`config.mk`:
```
export PLATFORM = sky130hd
export DESIGN_NAME = sid_wave_table_arbiter
export DESIGN_NICKNAME = d
export VERILOG_FILES = /design/src/rtl/sid_wave_table_arbiter.sv
export SDC_FILE = /design/constraint.sdc
export NUM_CORES = 1
export LEC_CHECK = 0
export ABC_AREA = 0
export CAP_MARGIN = 10
export CORE_UTILIZATION = 40
export CTS_CLUSTER_DIAMETER = 50
export DETAILED_ROUTE_END_ITERATION = 7
export HOLD_SLACK_MARGIN = 0.15
export PLACE_DENSITY = 0.75
export SYNTH_ARGS = -nofsm -noshare
export SYNTH_HDL_FRONTEND = slang
export SYNTH_SLANG_ARGS = --single-unit
```
`constraint.sdc`:
```
create_clock -name clock -period 4.1 [get_ports clock]
set_input_delay 0.82 -clock clock [delete_from_list [all_inputs] [get_ports clock]]
set_output_delay 0.82 -clock clock [all_outputs]
set_load 0.02 [all_outputs]
```
`src/rtl/sid_wave_table_arbiter.sv`:
```
// rtl/sid_wave_table_arbiter.sv - round-robin share of one combined-waveform ROM port among three SID voices
// Results come back through a fixed-latency tag pipeline and land in per-voice held registers.
module sid_wave_table_arbiter #(
  parameter int ROM_LATENCY = 1,
  parameter int ADDR_W      = 12,
  parameter int DATA_W      = 8
) (
  input  logic              clock,
  input  logic              reset_n,
  input  logic [2:0]        req,
  input  logic [ADDR_W-1:0] wave0,
  input  logic [ADDR_W-1:0] wave1,
  input  logic [ADDR_W-1:0] wave2,
  input  logic [1:0]        sel0,
  input  logic [1:0]        sel1,
  input  logic [1:0]        sel2,
  output logic [2:0]        grant,
  output logic              rom_en,
  output logic [ADDR_W-1:0] rom_wave,
  output logic [1:0]        rom_sel,
  input  logic [DATA_W-1:0] rom_data,
  output logic [DATA_W-1:0] out0,
  output logic [DATA_W-1:0] out1,
  output logic [DATA_W-1:0] out2,
  output logic [2:0]        valid
);

  logic [2:0]                   busy;
  logic [1:0]                   ptr;
  logic [3:0]                   elig;
  logic [2:0]                   cand;
  logic                         pick_vld;
  logic [1:0]                   pick_v;
  logic [2:0]                   pick_oh;
  logic [ADDR_W-1:0]            pick_wave;
  logic [1:0]                   pick_sel;
  logic [1:0]                   issue_voice;
  logic [ROM_LATENCY-1:0]       tag_vld;
  logic [ROM_LATENCY-1:0][1:0]  tag_voice;

  assign elig = {1'b0, req & ~busy};

  // Scan ptr, ptr+1, ptr+2 (mod 3); the first eligible voice wins.
  always_comb begin
    pick_vld = 1'b0;
    pick_v   = 2'd0;
    cand     = 3'd0;
    for (int i = 0; i < 3; i++) begin
      cand = {1'b0, ptr} + 3'(i);
      if (cand >= 3'd3) cand = cand - 3'd3;
      if (!pick_vld && elig[cand[1:0]]) begin
        pick_vld = 1'b1;
        pick_v   = cand[1:0];
      end
    end
  end

  always_comb begin
    pick_oh   = 3'b000;
    pick_wave = wave0;
    pick_sel  = sel0;
    case (pick_v)
      2'd1:    begin pick_wave = wave1; pick_sel = sel1; end
      2'd2:    begin pick_wave = wave2; pick_sel = sel2; end
      default: begin pick_wave = wave0; pick_sel = sel0; end
    endcase
    if (pick_vld) pick_oh = 3'b001 << pick_v;
  end

  assign issue_voice = grant[2] ? 2'd2 : (grant[1] ? 2'd1 : 2'd0);

  // The last tag stage lines up with rom_data, so valid is decoded straight from it.
  assign valid = tag_vld[ROM_LATENCY-1] ? (3'b001 << tag_voice[ROM_LATENCY-1]) : 3'b000;

  always_ff @(posedge clock) begin
    if (!reset_n) begin
      grant     <= 3'b000;
      rom_en    <= 1'b0;
      rom_wave  <= '0;
      rom_sel   <= 2'd0;
      busy      <= 3'b000;
      ptr       <= 2'd0;
      tag_vld   <= '0;
      tag_voice <= '0;
      out0      <= '0;
      out1      <= '0;
      out2      <= '0;
    end else begin
      grant  <= pick_oh;
      rom_en <= pick_vld;
      if (pick_vld) begin
        rom_wave <= pick_wave;
        rom_sel  <= pick_sel;
        ptr      <= (pick_v == 2'd2) ? 2'd0 : pick_v + 2'd1;
      end
      busy <= (busy & ~valid) | pick_oh;
      for (int i = ROM_LATENCY - 1; i > 0; i--) begin
        tag_vld[i]   <= tag_vld[i-1];
        tag_voice[i] <= tag_voice[i-1];
      end
      tag_vld[0]   <= rom_en;
      tag_voice[0] <= issue_voice;
      if (valid[0]) out0 <= rom_data;
      if (valid[1]) out1 <= rom_data;
      if (valid[2]) out2 <= rom_data;
    end
  end

endmodule

```
Word level (Yosys, flattened, before mapping):

Cells that the tools add are included.

* bits of input ports: 55
* output and inout port bits: 45
* register bits: 50
* logic and storage cells: 61

* add/subtract/negate cells: 6
* mux-type cells: 22
* bitwise operators: 6
* equal/unequal tests: 2
* reduce and logical (&&, ||, !) cells: 5
* $lt $le $gt $ge: 6
* shift operators: 2

Operators by type and width (count)
* case mux 12 bit (2 select lines): 1
* two-way mux 2 bit: 8
* < comparator 2 x 3 -> 1 bit (second input constant): 3
* two-way mux 1 bit: 7
* bitwise AND 3 bit: 2
* binary-select mux 1 bit (select 2 bit): 3
* >= comparator 3 x 2 -> 1 bit (second input constant): 2
* two-way mux 3 bit: 2
* inverter 3 bit: 2
* left shift 1 x 2 -> 3 bit (first input constant): 2
* subtractor 2 bit (second input constant): 3
* case mux 2 bit (2 select lines): 1
* adder 2 x 1 -> 3 bit (second input constant): 1
* adder 2 x 2 -> 3 bit (second input constant): 1
* bitwise OR 3 bit: 1
* adder 2 x 1 -> 2 bit (second input constant): 1
* == test 2 x 1 -> 1 bit (second input constant): 1
* == test 2 bit (second input constant): 1
* >= comparator 2 bit (second input constant): 1
* logical AND 1 bit: 2
* zero test 1 bit: 2
* OR reduction 2 bit: 1
* inverter 1 bit: 1

Depth between registers and ports, before layout:

Gate-level depths: netlist (run 1).

* depth in word-level cells: 14
* gate-level depth with buffers: 13

Worst setup path before layout (run 1):

No wires, ideal clock.

* path kind: input port to flip-flop
* from: input port req[1]
* to: register rom_wave[10]
* slack: 1158 ps
* path buffers: 1
* arrival time: 2820 ps
* stages: 10
* data required time: 3978 ps
* cell sequence: nor4bb_1 > or4_4 > nor4b_1 > o31ai_1 > ha_1 > clkbuf_1 > a22oi_1 > nand2_1 > o211ai_1 > mux2i_1

* longest elaborated chain between the ends: 12

Ends and longest elaborated chain
* start, declared: line 10 `input logic [2:0] req,`
* bitwise AND 3 bit (*): line 41 `assign elig = {1'b0, req & ~busy};`
* binary-select mux 1 bit (select 2 bit): line 51 `if (!pick_vld && elig[cand[1:0]]) begin`
* two-way mux 1 bit (not written as such): line 51
* two-way mux 1 bit: line 51
* zero test 1 bit: line 51
* logical AND 1 bit: line 51
* two-way mux 1 bit: line 51
* zero test 1 bit: line 51
* logical AND 1 bit: line 51
* two-way mux 2 bit: line 51
* == test 2 bit / == test 2 x 1 -> 1 bit (equally long branches): line 62 `case (pick_v)`
* case mux 12 bit (2 select lines): line 62
* end signal, assigned: line 92 `rom_wave <= pick_wave;`
* end, declared: line 19 `output logic [ADDR_W-1:0] rom_wave,`

Mark *: on every way between the ends. The rest lies on a longest branch, timed or not. The select of a mux whose other input is x is not followed.
A chain may end at the register's enable or synchronous reset.

Final worst setup path (run 1):

* from: input port req[2]
* to: register rom_wave[5]

The elaborated chain is that of the path after synthesis.

==> out/results.txt, run 1 <==
The number of slew-limit violations in the final report is 0, and the horizontal die dimension is 80.1 um. The biggest area contributor in the post-synthesis netlist is sky130_fd_sc_hd__dfxtp_1. The number of enable-type register cells in the synthesized netlist is 0, and the worst clock skew is 0.0123 ns. Port buffering added 99 buffers. Adding up every negative setup slack in the final design gives 0 ns.

From bottom edge to top edge, the die measures 80.1 um. The full die area is 0.00642 sq mm. Cell internal power was estimated by the tool at 1.38 mW. The average routed wire per standard cell is 13.1 um, and the worst vdd rail ir drop is 0.000365 V.

Walking the worst path, the cells encountered are clkdlybuf4s50_1 -> or2b_1 -> nor3_1 -> nor4b_1 -> o31ai_1 -> ha_1 -> a22oi_1 -> nand2_1 -> o211ai_1 -> mux2i_1. The tools report the detailed-placement wirelength estimate as 4230 um. After floorplanning, the core was sized to cover 0.00592 sq mm. The net count of the finished layout is 424. The placer congestion estimate is 0.828, and the fraction of synthesized cell area taken by the top area cell type is 41.0%. Number of antenna violations at the first check in global routing: 0. The number of antenna diodes in the final layout is 0.

Yosys mapped the design onto 36 distinct sky130hd cell types. The number of buffers between clock root and the deepest sink is 2, and the post-CTS clock slew at the launch and capture registers of the worst setup and hold paths is 0.10 ns. Net switching is 40.3% of the power.

At the pin with the least slew margin, the transition time is 1.02 ns. For this design, the slowest cell found on the critical path is sky130_fd_sc_hd__ha_1. The startpoint identified for the worst hold timing path is rom_wave[7].

For this design the static power due to leakage is 1.26 nW. For the via count of the first global-routing pass, the log shows 1,962. The post-cts repair resize count was 0. Worst-skew pair later-pin latency: 0.31 ns. The worst setup path is launched from an input pin. Counting flops and latches in the post-synthesis netlist gives 50. Of all nets on the critical path, the largest fanout is 15.

Cells with a size suffix above 1 make up 4.97% of the layout. The tool flagged a number of max-cap violations equal to 0. The class of the tightest hold or removal check is reg2reg. In the routed design, unresolved DRC markers number 0. Of the total power, registers draw 28.8%. For this configuration, the core starts out at a cell density of 41.2%. Counting every instance in the synthesized netlist gives 268. After filler insertion, the fill cell instance count of the layout stands at 524. sky130_fd_sc_hd__nand2_1 is the most common cell in the netlist. The total number of H-tree levels is 2, and the boundary pin count is 100.

The finished cells cover 0.00352 sq mm. The final critical path time including I/O delays and setup works out to 3.44 ns. The Yosys step of the flow raised 0 warnings.

The sequential element share of the synthesized area was 41.0%. The logs give 0 for the total global routing overflow and 437 for the final standard cell count with taps included and fillers excluded. The run gives 3.68 ns as the arrival time of the worst setup path. The logs give 28 for the row count and 32.0% for the relative slew slack.

By area the synthesized netlist is led by sky130_fd_sc_hd__dfxtp_1 41%, sky130_fd_sc_hd__nand2_1 11%, sky130_fd_sc_hd__mux2i_1 9.8%. The average cell area after synthesis works out to 9.11 sq um. The worst register-to-register path begins at ptr[0]. Compared with the post-synthesis result, the final layout area differs by 44.3%. The depth of the worst register-to-register path works out to 11. The share of total power in the clock network was 15.3%. Type of destination of the critical path: a flip-flop. Along the worst hold path, the cell count comes to 2. The tools report the largest net degree at the start of global routing as 67. The most critical setup path has its startpoint at req[2]. Setup violations remaining at the end of the flow were counted as 0. The first TritonRoute pass finished after 4 iterations. The number of setup buffers added after CTS is 0. In this run the power density over the cells is 656 mW/mm^2. The tools report the number of buffers inserted during clock tree synthesis as 5. For this design the total switching power over the nets is 0.932 mW.

The total routing resource utilization after global routing is 18.8%, and the achievable clock frequency is 0.291 GHz. The first global-routing pass estimated 9360 um of wire. After detailed routing, the number of vias per cell comes to 5.04.

The category of the most critical setup path is in2reg. The run gives 2,204 as the vias after detailed routing. The residual antenna-violating net count after detailed routing was 0. After synthesis, the share of flip-flops with an asynchronous set or reset is 0%. The final layout contains routed wiring with a total length of 5740 um.

TritonCTS built the clock tree. The tree built by TritonCTS fans out to 50 sinks. The prevailing post-synth register cell is sky130_fd_sc_hd__dfxtp_1.

The cell count after placement was 429. The detailed router finished its first iteration with 84 violations. Counting every net in the synthesized netlist gives 331. In the synthesized netlist, the cells that appear most often are 71 x sky130_fd_sc_hd__nand2_1, 50 x sky130_fd_sc_hd__dfxtp_1, 24 x sky130_fd_sc_hd__mux2i_1.

The number of hold buffers added after CTS was 0. The run gives 0 as the count of final hold-check violations. At the worst endpoint, the required time is 4.34 ns. The flow ran to the end, and the final reports show no timing, DRC or antenna violations. The period utilization is 83.9%.

Setup repair after global routing left no endpoint under its margin. The largest stage delay on the critical path works out to 0.59 ns. The logs give 0.00244 sq mm for the cell area after synthesis and 55.9% for the power share of the combinational group.

The tools report the cell at the root of the clock tree as sky130_fd_sc_hd__clkbuf_8. The run gives 0.00341 sq mm as the cell area after placement.
[registers in the layout, summed over array words and instances (netlist names)]
| signal | cells |
|---|---|
| out2 | 8 |
| rom_sel | 2 |
| grant | 3 |
| busy | 3 |
| ptr | 2 |
| tag_voice | 2 |
| rom_wave | 12 |
| tag_vld | 1 |
| out0 | 8 |
| out1 | 8 |
| rom_en | 1 |
[kinds of logic (layout without fill, tap and decap cells)]
logic type	after synthesis	in the layout	share of synthesized area [%]
muxes	24	24	9.84
and+or+nand+nor	113	113	22.8
adders and majority gates	8	8	4.10
buffers and inverters	20	114	6.46
AOI/OAI and AO/OA	53	53	15.8
DFF	50	50	41.0
[cells in the final DEF (no fill, tap or decap), types with 2 or more instances in the layout]
cell type / n
sky130_fd_sc_hd__nand3b_1: 3
sky130_fd_sc_hd__nor3_1: 2
sky130_fd_sc_hd__o211ai_1: 14
sky130_fd_sc_hd__inv_1: 2
sky130_fd_sc_hd__o21ai_0: 2
sky130_fd_sc_hd__mux2i_1: 24
sky130_fd_sc_hd__nand3_1: 2
sky130_fd_sc_hd__nor2b_1: 10
sky130_fd_sc_hd__or2b_1: 2
sky130_fd_sc_hd__nand2_1: 71
sky130_fd_sc_hd__ha_1: 8
sky130_fd_sc_hd__and2_1: 3
sky130_fd_sc_hd__buf_4: 3
sky130_fd_sc_hd__clkinv_1: 2
sky130_fd_sc_hd__a21oi_1: 3
sky130_fd_sc_hd__nor4bb_1: 2
sky130_fd_sc_hd__dfxtp_1: 50
sky130_fd_sc_hd__nand2b_1: 2
sky130_fd_sc_hd__clkbuf_8: 5
sky130_fd_sc_hd__a21boi_0: 16
sky130_fd_sc_hd__a22oi_1: 14
sky130_fd_sc_hd__nor4b_1: 3
sky130_fd_sc_hd__clkdlybuf4s50_1: 98
sky130_fd_sc_hd__nor2_1: 7
[worst max-delay path: cells and delay by family]
kind            cells  cell delay (ns)
compound gates      3             0.68
fa+ha+maj           1             0.59
buf+inv             1             0.47
simple gates        4             0.93
mux                 1             0.18
[power by group through the flow]
| stage | clock, mW | sequential, mW | combinational [mW] |
|---|---|---|---|
| after floorplan | 0 | 0.761 | 0.937 |
| after global placement | 0 | 0.672 | 1.27 |
| after detailed placement | 0 | 0.676 | 1.30 |
| after CTS | 0.364 | 0.666 | 1.30 |
| after global routing | 0.381 | 0.680 | 1.44 |
| final | 0.353 | 0.666 | 1.29 |
[stage by stage]
stage	hold slack [ns]	util (%)	worst slack, ns	total power [mW]
finish	0.463	59.5	0.658	2.31
global route	0.484	59.5	0.433	2.50
CTS	0.469	59.5	0.688	2.33
detailed placement	0.452	57.5	0.353	1.97
global placement	0.432	57.5	0.461	1.94
floorplan	0.455	-	1.16	1.70
[final timing paths]
kind / to / slack, ns
min: rom_wave[7] / 0.46
min reg2reg: rom_wave[7] / 0.46
max: rom_wave[5] / 0.66
max reg2reg: rom_wave[5] / 0.76
[metal layers]
layer	routed length, um	vias up	global-route usage, %
met1	2560	987	22.7
met5	0	-	0
met3	554	8	6.93
met4	76	0	5.89
li1	-	1111	-
met2	2550	98	31.0
[area by class of cell]
cell class | count | area [sq um] | share of cell area (%)
tap | 75 | 93.8 | 2.66
clock buffer | 5 | 68.8 | 1.95
multi-input combinational | 198 | 1290 | 36.6
sequential | 50 | 1000 | 28.4
clock inverter | 3 | 47.5 | 1.35
timing repair buffer | 102 | 1010 | 28.6
inverter | 4 | 15.0 | 0.426
No activity file was read; power rests on OpenSTA's default activity.
==> run 2, diff against run 1 <==
--- a/config.mk
+++ b/config.mk
@@ -7,11 +7,11 @@
 export LEC_CHECK = 0
 export ABC_AREA = 0
 export CAP_MARGIN = 10
-export CORE_UTILIZATION = 40
+export CORE_UTILIZATION = 39
 export CTS_CLUSTER_DIAMETER = 50
 export DETAILED_ROUTE_END_ITERATION = 7
 export HOLD_SLACK_MARGIN = 0.15
-export PLACE_DENSITY = 0.75
+export PLACE_DENSITY = 0.77
 export SYNTH_ARGS = -nofsm -noshare
 export SYNTH_HDL_FRONTEND = slang
 export SYNTH_SLANG_ARGS = --single-unit
==> constraint.sdc (replaced) <==
create_clock -name clock -period 2.8 [get_ports clock]
set_input_delay 0.56 -clock clock [delete_from_list [all_inputs] [get_ports clock]]
set_output_delay 0.56 -clock clock [all_outputs]
set_load 0.02 [all_outputs]
==> out/results.txt, run 2 (synthesized netlist as in run 1, its figures left out) <==
The internal power consumption is 2.44 mW (+77%). Number of buffers between clock root and the deepest sink: 2 (unchanged). Highest net fanout along the worst path: 7 (-8). The routed design could run at a clock period as short as 2.69 ns. The run gives 24.8% (-4.0 points) as the sequential group share of total power. Worst-skew pair later-pin latency: 0.31 ns (about the same). The category of the most critical setup path is reg2reg.

The count of port buffers added during placement came out at 99 (unchanged). The fraction of layout cells with a size suffix above 1 was 14.6% (+9.6 points); the number of iterations in the first detailed-routing pass was 4 (unchanged). The number of antenna violations at the first check in global routing came out at 0 (unchanged). Leaving out fill and tap cells, the most frequent cells in the layout are 96 x sky130_fd_sc_hd__clkdlybuf4s50_1, 70 x sky130_fd_sc_hd__nand2_1, 48 x sky130_fd_sc_hd__dfxtp_1.

The number of fill cells was 511 (-2.5%). Derived from the worst setup path, the maximum achievable clock frequency is 0.372 GHz. The tools report the vias after detailed routing as 2,304 (+4.5%). The boundary pin count came out at 100 (unchanged). Average routed wire per standard cell: 13.9 um (+5.9%). The class of the tightest hold or removal check is reg2reg.

The iteration-0 DRC count of the detailed router is 87 (+3.6%). The horizontal die dimension was 81.1 um (+1.2%); the starting density of the core was 40.7% (-0.48 points). The run gives 50 (unchanged) as the total number of clock tree sinks. The number of slew-limit violations in the final report was 0 (unchanged). The first-pass GRT wire length is 10,100 um (+8.0%), and the full die area is 0.00658 sq mm (+2.5%). The worst setup path is launched from a flip-flop.

The transition time at the pin with the least slew margin was 0.617 ns (-0.403 ns). The overall routed net length is 6370 um (+11%), and the worst vdd rail ir drop is 0.000668 V (+83%). The tools report the standard cell core area as 0.00599 sq mm (+1.2%). The arrival time of the worst setup path was 2.92 ns (-0.76 ns). The run gives 2 (unchanged) as the total number of H-tree levels. The run gives 62.2% (+6.3 points) as the power share of the combinational group.

The area of the multi-input gates is 0.00140 sq mm (+8.4%), and the placer congestion estimate is 0.811 (-2.1%). The diode insertion count for antenna repair was 0 (unchanged). The residual antenna-violating net count after detailed routing was 0 (unchanged); the final standard cell count with taps included and fillers excluded was 458 (+4.8%).

The total global routing overflow came out at 0 (unchanged). The hold-fix buffer count after cts is 0 (unchanged), and the largest stage delay on the critical path is 0.56 ns (-0.03 ns). The worst clock skew was 0.00632 ns (-0.00594 ns). The slowest cell on the critical path was sky130_fd_sc_hd__or4_4. The total routing resource utilization after global routing was 20.2% (+1.3 points). The logs give 445 (+5.0%) for the net total in the final layout and 28 (unchanged) for the row count. The tools report the max-capacitance violation count as 0 (unchanged).

The net switching power of the design is 1.58 mW (+70%), and the number of buffers inserted during clock tree synthesis is 5 (unchanged). The library cell used most frequently in the layout, excluding fill and tap cells, is sky130_fd_sc_hd__clkdlybuf4s50_1. Share of total power in the clock network: 13.1% (-2.2 points).

The cell count after placement was 447 (+4.2%). The run gives 0.448 ns (-0.0144 ns) as the smallest hold slack. The switching power as a share of total power is 39.3% (-0.99 points), and the layout overhead on the synthesized area is 58.6%. Count of final hold-check violations: 0 (unchanged). The cell that appears most often on the critical path is sky130_fd_sc_hd__ha_4. The register with the highest flop count is rom_wave.

The relative slew slack came out at 58.9% (+27 points). The run gives 0 (unchanged) as the number of setup violations in the final report. The number of flip-flops under the largest register name was 12 (unchanged); the combined flip-flop and latch cell area was 0.00101 sq mm (+0.75%). The critical path goes through inv_2 -> ha_4 -> nor4bb_1 -> or4_4 -> nor4b_4 -> o31a_1 -> ha_4 -> clkbuf_16 -> a22oi_1 -> nand2_1 -> o211ai_1 -> mux2i_1. The reported leakage power was 1.41 nW (+12%); the total chip power was 4.02 mW (+74%).

The number of design rule violations left after detail routing was 0 (unchanged); the period utilization was 96.0%. The post-CTS clock slew at the launch and capture registers of the worst setup and hold paths is 0.10 ns (about the same). The largest net degree at the start of global routing is 37 (-45%). The via count of the first global-routing pass is 2,197 (+12%). Cell family contributing the most delay on the critical path: simple AND/OR/NAND/NOR gates.

The combined buffer and inverter count along the critical path was 2 (+1). Clock tree synthesis selected as its root buffer the cell sky130_fd_sc_hd__clkbuf_8. For the detailed-placement wirelength estimate, the log shows 4680 um (+11%). The run finished with clean final reports. The average via count per standard cell came out at 5.03 (-0.26%). The tools report the required time of the worst setup path as 3.04 ns (-1.30 ns). The tools report the type of destination of the critical path as a flip-flop. The cell area power density was 1040 mW/mm^2 (+58%). TritonCTS built the clock tree. The die span in y was 81.1 um (+1.2%).
[run 2: power groups by stage]
stage / Sequential, mW / Clock, mW / Combinational (mW)
final: 0.997 / 0.525 / 2.50
after global routing: 1.02 / 0.569 / 2.74
after CTS: 0.982 / 0.534 / 2.37
after detailed placement: 0.996 / 0 / 2.26
after global placement: 0.988 / 0 / 2.20
after floorplan: 1.12 / 0 / 1.43
[run 2: through the flow]
| stage | utilization [%] | setup slack [ns] | setup TNS, ns | cell area, sq um |
|---|---|---|---|---|
| after global routing | 64.6 | -0.0291 | -0.0753 | 3870 |
| after floorplan | - | 0.0396 | 0 | 2470 |
| after detailed placement | 60.2 | -0.466 | -7.06 | 3600 |
| after CTS | 63.0 | 0.00756 | 0 | 3770 |
| after global placement | 60.2 | -0.389 | -5.53 | 3600 |
| final | 64.6 | 0.112 | 0 | 3870 |
[run 2: what timing repair did]
action | 4_1_cts | 5_1_grt
setup endpoints to repair | 16 | 14
gates cloned | 0 | 1
gates resized for setup | 5 | 18
pin swaps | 2 | 7
buffers inserted | 1 | 1
[run 2: layer usage]
metal	GRT usage [%]	wire length, um
met1	24.6	2720
met5	0	0
met2	33.4	3000
met4	5.71	87
met3	7.08	563
[run 2: final timing paths]
check,startpoint,to,slack (ns),cells after the start
hold / removal,grant[2],tag_voice[0],0.45,1
setup / recovery,ptr[1],rom_wave[1],0.11,12
setup reg to reg,ptr[1],rom_wave[1],0.11,12
hold reg to reg,grant[2],tag_voice[0],0.45,1
[run 2: cell type report]
type / instances / share of cell area (%)
multi-input cells: 198 / 36.0
flip-flops and latches: 50 / 26.1
inverters: 4 / 0.452
repair buffers: 123 / 32.0
clock buffers: 5 / 1.78
clock inverters: 3 / 1.26
well taps: 75 / 2.42
